## config.mk

```make
export PLATFORM = sky130hd
export DESIGN_NAME = dma_unpack
export DESIGN_NICKNAME = d
export VERILOG_FILES = /design/src/rtl/dma_pkg.sv /design/src/rtl/dma_beat_fifo.sv /design/src/rtl/dma_unpack.sv
export SDC_FILE = /design/constraint.sdc
export NUM_CORES = 1
export LEC_CHECK = 0
export BUFFER_PORTS_ARGS = -buffer_cell sky130_fd_sc_hd__buf_2
export CORE_ASPECT_RATIO = 0.7
export CORE_UTILIZATION = 25
export DETAILED_ROUTE_END_ITERATION = 12
export PLACE_DENSITY = 0.46
export SYNTH_ARGS = -nofsm -noshare
export SYNTH_HDL_FRONTEND = slang
export SYNTH_SLANG_ARGS = --single-unit
export TNS_END_PERCENT = 30
```

## constraint.sdc

```tcl
create_clock -name clk -period 36.1 [get_ports clk]
set_input_delay 0 -clock clk [delete_from_list [all_inputs] [get_ports clk]]
set_output_delay 0 -clock clk [all_outputs]
set_load 0.02 [all_outputs]
```

## src/rtl/dma_pkg.sv

```systemverilog
// dma_pkg: shared widths, FSM state type and beat-count rounding for the DMA unpacker
package dma_pkg;
  localparam int IN_W = 128;
  localparam int OUT_W = 16;
  localparam int LANES = IN_W / OUT_W;
  localparam int LEN_W = 16;
  localparam int LANE_BITS = $clog2(LANES);
  typedef enum logic [1:0] {IDLE, RUN, FLUSH} state_e;
  function automatic logic [LEN_W-1:0] beats_needed(input logic [LEN_W-1:0] n);
    return (n >> LANE_BITS) + LEN_W'(|n[LANE_BITS-1:0]);
  endfunction
endpackage

```

## src/rtl/dma_beat_fifo.sv

```systemverilog
// dma_beat_fifo: synchronous beat FIFO with registered write and full/empty flags
module dma_beat_fifo
  import dma_pkg::*;
#(
  parameter int W = IN_W,
  parameter int DEPTH = 4
) (
  input  logic         clk,
  input  logic         rst_n,
  input  logic         push_i,
  input  logic         pop_i,
  input  logic [W-1:0] wdata_i,
  output logic [W-1:0] rdata_o,
  output logic         full_o,
  output logic         empty_o
);
  localparam int AW = $clog2(DEPTH);
  logic [W-1:0] mem_q [DEPTH];
  logic [AW:0] wptr_q, rptr_q;
  // pointers carry a wrap bit so full and empty are distinguishable
  always_ff @(posedge clk or negedge rst_n) begin
    if (!rst_n) begin
      wptr_q <= '0;
      rptr_q <= '0;
    end else begin
      if (push_i) wptr_q <= wptr_q + 1'b1;
      if (pop_i) rptr_q <= rptr_q + 1'b1;
    end
  end
  // storage is not reset; only entries between the pointers are meaningful
  always_ff @(posedge clk) begin
    if (push_i) mem_q[wptr_q[AW-1:0]] <= wdata_i;
  end
  assign rdata_o = mem_q[rptr_q[AW-1:0]];
  assign empty_o = wptr_q == rptr_q;
  assign full_o = (wptr_q[AW] != rptr_q[AW]) & (wptr_q[AW-1:0] == rptr_q[AW-1:0]);
endmodule

```

## src/rtl/dma_unpack.sv

```systemverilog
// dma_unpack: buffers 128-bit DMA beats and serializes them into 16-bit words bounded by a transfer length (DMA_UNPACK_BYTESWAP_EN byte-swaps each word)
module dma_unpack #(
  parameter int IN_W = dma_pkg::IN_W,
  parameter int OUT_W = dma_pkg::OUT_W,
  parameter int FIFO_DEPTH = 4,
  parameter int LEN_W = dma_pkg::LEN_W
) (
  input  logic             clk,
  input  logic             rst_n,
  input  logic             start,
  input  logic [LEN_W-1:0] len,
  output logic             busy,
  output logic             done,
  input  logic             in_valid,
  output logic             in_ready,
  input  logic [IN_W-1:0]  in_data,
  output logic             out_valid,
  input  logic             out_ready,
  output logic [OUT_W-1:0] out_data,
  output logic             out_last
);
  localparam int LANES = IN_W / OUT_W;
  localparam int LW = $clog2(LANES);
  dma_pkg::state_e state_q, state_d;
  logic [LEN_W-1:0] len_q, len_d, need_q, need_d, beats_q, beats_d, words_q, words_d;
  logic [LW-1:0] lane_q, lane_d;
  logic out_valid_q, out_valid_d, out_last_q, out_last_d;
  logic [OUT_W-1:0] out_data_q, out_data_d, word, word_x;
  logic [IN_W-1:0] head;
  logic full, empty, push, pop, load, last_word, beat_end, fin;
  dma_beat_fifo #(.W(IN_W), .DEPTH(FIFO_DEPTH)) u_fifo (
    .clk    (clk),
    .rst_n  (rst_n),
    .push_i (push),
    .pop_i  (pop),
    .wdata_i(in_data),
    .rdata_o(head),
    .full_o (full),
    .empty_o(empty)
  );
  assign in_ready = (state_q == dma_pkg::RUN) & ~full & (beats_q < need_q);
  assign push = in_valid & in_ready;
  assign load = (state_q == dma_pkg::RUN) & ~empty & (~out_valid_q | out_ready);
  assign word = head[lane_q*OUT_W +: OUT_W];
  assign last_word = words_q == len_q - 1'b1;
  assign beat_end = (lane_q == LW'(LANES - 1)) | last_word;
  assign pop = load & beat_end;
  assign fin = out_valid_q & out_ready & out_last_q;
`ifdef DMA_UNPACK_BYTESWAP_EN
  assign word_x = {word[OUT_W/2-1:0], word[OUT_W-1:OUT_W/2]};
`else
  assign word_x = word;
`endif
  assign busy = state_q == dma_pkg::RUN;
  assign done = state_q == dma_pkg::FLUSH;
  assign out_valid = out_valid_q;
  assign out_data = out_data_q;
  assign out_last = out_last_q;
  // next-state: transfer FSM, counters, lane selector and output register
  always_comb begin
    state_d = state_q;
    len_d = len_q;
    need_d = need_q;
    beats_d = beats_q;
    words_d = words_q;
    lane_d = lane_q;
    out_valid_d = load ? 1'b1 : out_valid_q & ~out_ready;
    out_data_d = load ? word_x : out_data_q;
    out_last_d = load ? last_word : out_last_q;
    if (state_q == dma_pkg::IDLE) begin
      if (start) begin
        state_d = (len == '0) ? dma_pkg::FLUSH : dma_pkg::RUN;
        len_d = len;
        need_d = dma_pkg::beats_needed(len);
        beats_d = '0;
        words_d = '0;
        lane_d = '0;
      end
    end else if (state_q == dma_pkg::RUN) begin
      beats_d = beats_q + LEN_W'(push);
      words_d = words_q + LEN_W'(load);
      lane_d = load ? (beat_end ? '0 : lane_q + 1'b1) : lane_q;
      state_d = fin ? dma_pkg::FLUSH : dma_pkg::RUN;
    end else begin
      state_d = dma_pkg::IDLE;
    end
  end
  // state and datapath registers; reset abandons any transfer in flight
  always_ff @(posedge clk or negedge rst_n) begin
    if (!rst_n) begin
      state_q <= dma_pkg::IDLE;
      len_q <= '0;
      need_q <= '0;
      beats_q <= '0;
      words_q <= '0;
      lane_q <= '0;
      out_valid_q <= 1'b0;
      out_data_q <= '0;
      out_last_q <= 1'b0;
    end else begin
      state_q <= state_d;
      len_q <= len_d;
      need_q <= need_d;
      beats_q <= beats_d;
      words_q <= words_d;
      lane_q <= lane_d;
      out_valid_q <= out_valid_d;
      out_data_q <= out_data_d;
      out_last_q <= out_last_d;
    end
  end
endmodule

```

== Yosys cells after proc, flatten, opt, wreduce, memory -nomap -nowiden ==
Memories as Yosys holds them, arrays and structs flattened.
Cells that the tools add are included.
Widths: inputs -> output; s select.

* Register bits: 93
* Bits in writable memories: 512
* Bits of input ports: 149
* Logic and storage cells: 71
* Memories: 1

{| class="wikitable"
|+ Memory list
! memory !! words !! width !! read ports !! clocked after Yosys merged registers in !! wr ports !! line !! source
|-
| u_fifo.mem_q || 4 || 128 || 1 || 0 || 1 || dma_beat_fifo.sv:18 || <nowiki>logic [W-1:0] mem_q [DEPTH];</nowiki>
|}

* $add $sub $neg: 7
* Magnitude comparators: 1
* Eq/ne operators: 8
* Shift operators: 1
* Multiplexer cells: 18
* Bitwise logic cells: 16
* Reductions and logical operators: 8

{| class="wikitable"
|+ Operators by type and width
! kind !! count
|-
| $shiftx 128x8->16 || 1
|-
| $mux 16 || 5
|-
| $add 16x1->16 || 2
|-
| $eq 16x16->1 || 1
|-
| $logic_not 16->1 || 1
|-
| $lt 16x16->1 || 1
|-
| $sub 16x1->16 const B || 1
|-
| $mux 3 || 5
|-
| $add 13x1->14 || 1
|-
| $and 1x1->1 || 10
|-
| $mux 2 || 5
|-
| $add 3x1->3 const B || 3
|-
| $not 1->1 || 4
|-
| $reduce_and 2->1 || 2
|-
| $reduce_bool 2->1 || 2
|-
| $eq 3x3->1 || 1
|-
| $eq 3x3->1 const B || 1
|-
| $mux 1 || 3
|-
| $reduce_and 3->1 || 1
|-
| $reduce_or 3->1 || 1
|-
| $eq 2x1->1 const B || 1
|-
| $eq 2x2->1 || 1
|-
| $eq 2x2->1 const B || 1
|-
| $logic_not 2->1 || 1
|-
| other kinds (3) || 4
|}

== Logic depth before layout (Yosys ltp) ==
* Word-level depth: 9
* Depth in mapped cells: 16
* Mapped depth without buffers: 15

== Hierarchy ==
Synthesis repeated with hierarchy kept, for this count alone.

* Cell total of the unflattened synthesis: 1307
* Area total of the unflattened synthesis: 24592.3 µm²

{| class="wikitable"
|+ By module, submodules not included
! module !! times used !! cells an instance !! area an instance (µm²) !! sequential area each (µm²)
|-
| dma_beat_fifo || 1 || 699 || 18866.8 || 15524.9
|-
| dma_unpack || 1 || 608 || 5725.5 || 2127.0
|}

== Least setup slack after synthesis ==
Ideal clock, no wire load.

* Path type: flip-flop to flip-flop
* From: register beats_q[9]
* To: memory u_fifo.mem_q[3][0] (netlist bit) (enable)
* Library setup time: 1.307 ns
* Data arrival time: 21.299 ns
* Required time: 34.793 ns
* Path slack: 13.494 ns
* Cell stages (with the launch flop): 7
* Cell sequence: dfrtp_1 -> ha_1 -> a21o_1 -> a21o_1 -> a21oi_1 -> o2111ai_1 -> a2111oi_0

* Longest elaborated chain between the ends: 5

{| class="wikitable"
|+ RTL lines
! element !! line !! source
|-
| start, declared || dma_unpack.sv:25 || <nowiki>logic [LEN_W-1:0] len_q, len_d, need_q, need_d, beats_q, beats_d, words_q, words_d;</nowiki>
|-
| start signal, assigned || dma_unpack.sv:104 || <nowiki>beats_q <= beats_d;</nowiki>
|-
| $lt 16x16->1 || dma_unpack.sv:41 || <nowiki>assign in_ready = (state_q == dma_pkg::RUN) & ~full & (beats_q < need_q);</nowiki>
|-
| $and 1x1->1 || dma_unpack.sv:41 ||
|-
| $and 1x1->1 || dma_unpack.sv:42 || <nowiki>assign push = in_valid & in_ready;</nowiki>
|-
| $mux 1 || dma_beat_fifo.sv:32 || <nowiki>if (push_i) mem_q[wptr_q[AW-1:0]] <= wdata_i;</nowiki>
|-
| $mux 1 (implied by the code) || dma_beat_fifo.sv:32 ||
|-
| end, declared || dma_beat_fifo.sv:18 ||
|}

No other way between the ends.

== Worst setup path after layout ==
* From: register u_fifo.rptr_q[0]
* To: memory u_fifo.mem_q[1][125] (netlist bit) (enable)

* Longest elaborated chain between the ends: 8

{| class="wikitable"
|+ RTL lines
! element !! line !! source
|-
| start, declared || dma_beat_fifo.sv:19 || <nowiki>logic [AW:0] wptr_q, rptr_q;</nowiki>
|-
| start signal, assigned || dma_beat_fifo.sv:27 || <nowiki>if (pop_i) rptr_q <= rptr_q + 1'b1;</nowiki>
|-
| $eq 2x2->1 || dma_beat_fifo.sv:36 || <nowiki>assign full_o = (wptr_q[AW] != rptr_q[AW]) & (wptr_q[AW-1:0] == rptr_q[AW-1:0]);</nowiki>
|-
| $and 1x1->1 || dma_beat_fifo.sv:36 ||
|-
| $not 1->1 || dma_unpack.sv:41 ||
|-
| $and 1x1->1 (2 in a row) || dma_unpack.sv:41 ||
|-
| $and 1x1->1 || dma_unpack.sv:42 ||
|-
| net push || dma_unpack.sv:30 || <nowiki>logic full, empty, push, pop, load, last_word, beat_end, fin;</nowiki>
|-
| $mux 1 || dma_beat_fifo.sv:32 ||
|-
| $mux 1 (implied by the code) || dma_beat_fifo.sv:32 ||
|}

The timed path passes the listed nets, and every way through them passes these cells.

==> impl_metrics.csv <==
group,metric,value,unit
pwr,p_int,1587,uW
timing,max_clock_freq,220.8,MHz
synth,async_reset_ff_share,15.09,%
pwr,peakVddDrop,42.18,uV
layout,final_core_util,31.40,%
synth,syn_area,0.02430,mm2
layout,final_cell_area,0.03019,mm2
floorplanning,floorplan.initialDensity,25.27,%
floorplanning,coreArea,0.09616,mm2
synth,netlist_instances,1285,
place,port_buffers,169,
synth,synth_enable_flop_cells,512,
cts,h-tree-depth,2,
global_routing,gr-total-overflow,0,
floorplanning,io_pins,170,
pwr,leakage,0.01031,uW
global_routing,use_met2,19.00,%
cts,cts-root-buf,"clkbuf_16",
worst_hold_path,hp-class,"primary input to register",
flow_run,drv_cap,0,
timing,skew,0.05502,ns
routing,drtIter0Drc,823,
pwr,powerDensity,76.42,mW/mm2
global_routing,grt_usage,12.53,%
place,gp_congestion,0.7631,
setup_path,path_max_fanout,63,
floorplanning,die_h,262.9,um
timing,hold_viol,0,
routing,dr_total_vias,12840,
synth,synthFlopType,"edfxtp_1",
timing,min_period,4.528,ns
status,status,"complete, no violations",
routing,drtPass1Iterations,5,
setup_path,crit_start,"u_fifo.rptr_q[0]",
synth,ys_warn_count,0,
routing,wirelength,61.49,mm
floorplanning,fp-row-count,95,
synth,ys_ff_latch,603,
global_routing,antenna_found_initial,21,
layout,drive_gt1_share,26.75,%
timing,fin_crit_sh,12.54,%
synth,syn-num-nets,1461,
synth,netlist-cell-type-count,51,
setup_path,path_class,"register to register",
synth,synthMuxAreaShare,15.80,%
cts,worstSkewPairLatency,0.67,ns
setup_path,worstSetupEndpointType,"register",
floorplanning,dieArea,0.09847,mm2
routing,drc,0,
global_routing,grt_use_met3,3.541,%
routing,viasPerCell,4.367,
synth,synth-xor-area-share,1.586,%
timing,slew_headroom,27.22,%
cts,cts_tree,"built",
setup_path,start_kind,"register",
setup_path,reg2reg_to,"u_fifo.mem_q[1][125]",
timing,rsz0062_at_grt,"no",
worst_hold_path,hp-start,"in_data[89]",
routing,ant_nets,0,
cts,cts_buffers,59,
layout,syn2layout_area_growth,24.24,%
place,post_dp_cell_area,0.02666,mm2
pwr,combPwrFrac,27.8,%
layout,final_nets,1798,
global_routing,use_met1,17.79,%
setup_path,reg2reg_from,"u_fifo.rptr_q[0]",
setup_path,reg2reg_depth,8,
synth,syn_area_per_cell,18.91,um2
timing,slew_viol_final,0,
routing,wl_per_cell,20.92,um
setup_path,required,36.37,ns
pwr,switching_share,31.23,%
synth,yosys.area_share.adder,1.390,%
layout,fillers,9297,
global_routing,grt_pass1_wl,91.43,mm
cts,cts_num_sinks,603,
setup_path,cp-endpoint,"u_fifo.mem_q[1][125]",
cts,clk_pin_slew,0.06,ns
timing,setup_tns,0,ns
setup_path,worstPathArrival,4.80,ns
synth,synth_top_family_by_area,"multiplexers",
place,dp_hpwl,38.99,mm
global_routing,grt_most_used_layer,"met2",
global_routing,grt_pass1_vias,13620,
layout,layout_common_cells,"512 x edfxtp_1, 168 x buf_2, 160 x mux4_2",
global_routing,grt_max_degree,130,
pwr,total_power,2307,uW
floorplanning,chipWidth,374.6,um
pwr,power_switching,720.6,uW
layout,layout.cells.most_common,"edfxtp_1",
synth,synthSimpleGateAreaFrac,4.742,%
timing,worst_pin_slew,1.092,ns
timing,finalSetupViolations,0,
synth,synth_compound_area_share,2.507,%
pwr,power_frac_clock,27.4,%
synth,seq_area_frac_synth,72.64,%
cts,cts_buffer_depth,3,
pwr,power_frac_seq,44.8,%
setup_path,r2r_setup_slack,31.57,ns
## repair_timing
item / 4_1_cts / 5_1_grt
hold buffers: 151 / 0
resized for setup: 0 / 0
hold endpoints to repair: 593 / 0
buffers inserted: 0 / 0
## cells by family (layout without fill, tap and decap cells)
family / count (synthesis) / count (layout)
xor gates and xnor gates: 44 / 44
muxes: 183 / 183
DFF: 603 / 603
buffers and inverters: 84 / 470
and+or+nand+nor: 242 / 242
other: 0 / 8
adders and majority gates: 27 / 27
AOI/OAI and AO/OA: 102 / 102
## power groups by stage
stage          sequential (uW)  clock (uW)  combinational (uW)
2_1_floorplan             1040           0                 446
3_3_place_gp              1050           0                 646
3_5_place_dp              1050           0                 649
4_1_cts                   1040         653                 666
5_1_grt                   1060         678                 704
6_report                  1030         631                 642
## sequential cells by signal, indices dropped and copies added (netlist names)
name and flops:
len_q 16, need_q 14, beats_q 16, u_fifo.wptr_q 3, words_q 16, u_fifo.mem_q 512, out_data 16, lane_q 3
out_valid 1, u_fifo.rptr_q 3, out_last 1, state_q 2
## cell type report
cell class	count	area (um2)	share of cell area (%)
antenna	8	20.02	0.06631
clock buffer	78	1588	5.259
clock inverter	32	397.9	1.318
inverter	24	90.09	0.2984
multi-input combinational	598	6344	21.01
sequential	603	17660	58.51
tap	1261	1578	5.226
timing repair buffer	336	2510	8.313
## worst min path at each step
stage                                      end  slack (ns)  depth (start not counted)
after floorplan                     beats_q[0]       -0.30                          0
after global placement                len_q[2]        0.04                          1
after detailed placement              len_q[3]        0.05                          1
after CTS                 u_fifo.mem_q[3][105]        0.03                          2
after global routing       u_fifo.mem_q[0][89]        0.05                          2
final                      u_fifo.mem_q[0][89]        0.08                          2
## routing by layer
metal	vias to the layer above	part of all wire (%)	routed length (um)
li1	5840	-	-
met1	6621	47	29030
met2	277	45	27530
met3	84	6.3	3901
met4	18	1.5	914
met5	-	0.19	115
## per-stage QoR
step	cells	setup slack [ns]	hold slack (ns)
after floorplan	1285	13.49	-0.2956
after global placement	2671	31.34	0.04168
after detailed placement	2671	31.34	0.05319
after CTS	2932	31.34	0.02722
after global routing	2937	31.05	0.05406
final	2940	31.57	0.08164
## cells in the mapped netlist (all sizes together), types with 2 or more instances
cell    count  area (um2)
a21o        5       37.54
dfrtp      91        2277
nand4      15       93.84
inv        24       90.09
nor3       10       50.05
xnor2      21       183.9
nor2b       2       12.51
nand4b      2       17.52
nand3b      3       22.52
o31ai       3       22.52
o21ai      62       314.1
mux2i      21       210.2
or3         4       25.02
o211ai      3       22.52
a211oi      3       22.52
nand2b      9       56.30
or4         5       45.04
nor4        7       58.81
a21oi       9       45.04
mux2        2       26.27
nor2       29       108.9
nand2     113       424.2
a32o        2       20.02
clkbuf     42       157.7
and2        6       37.54
mux4      160        3603
o22ai       2       12.51
xor2       23       201.4
a31oi       4       25.02
ha         27       337.8
and3        8       50.05
nand3      27       135.1
edfxtp    512       15370
buf        18       76.32
## worst max-delay path, cell delays in order (launching register included)
cell       delay, ns
dfrtp_4         1.11
xnor2_1         0.21
nand3_1         0.17
o2111ai_1       0.18
a211oi_1        0.23
buf_4           0.21
and2_4          0.35
buf_4           0.69
buf_4           0.89
No activity file was read; power rests on OpenSTA's default activity.
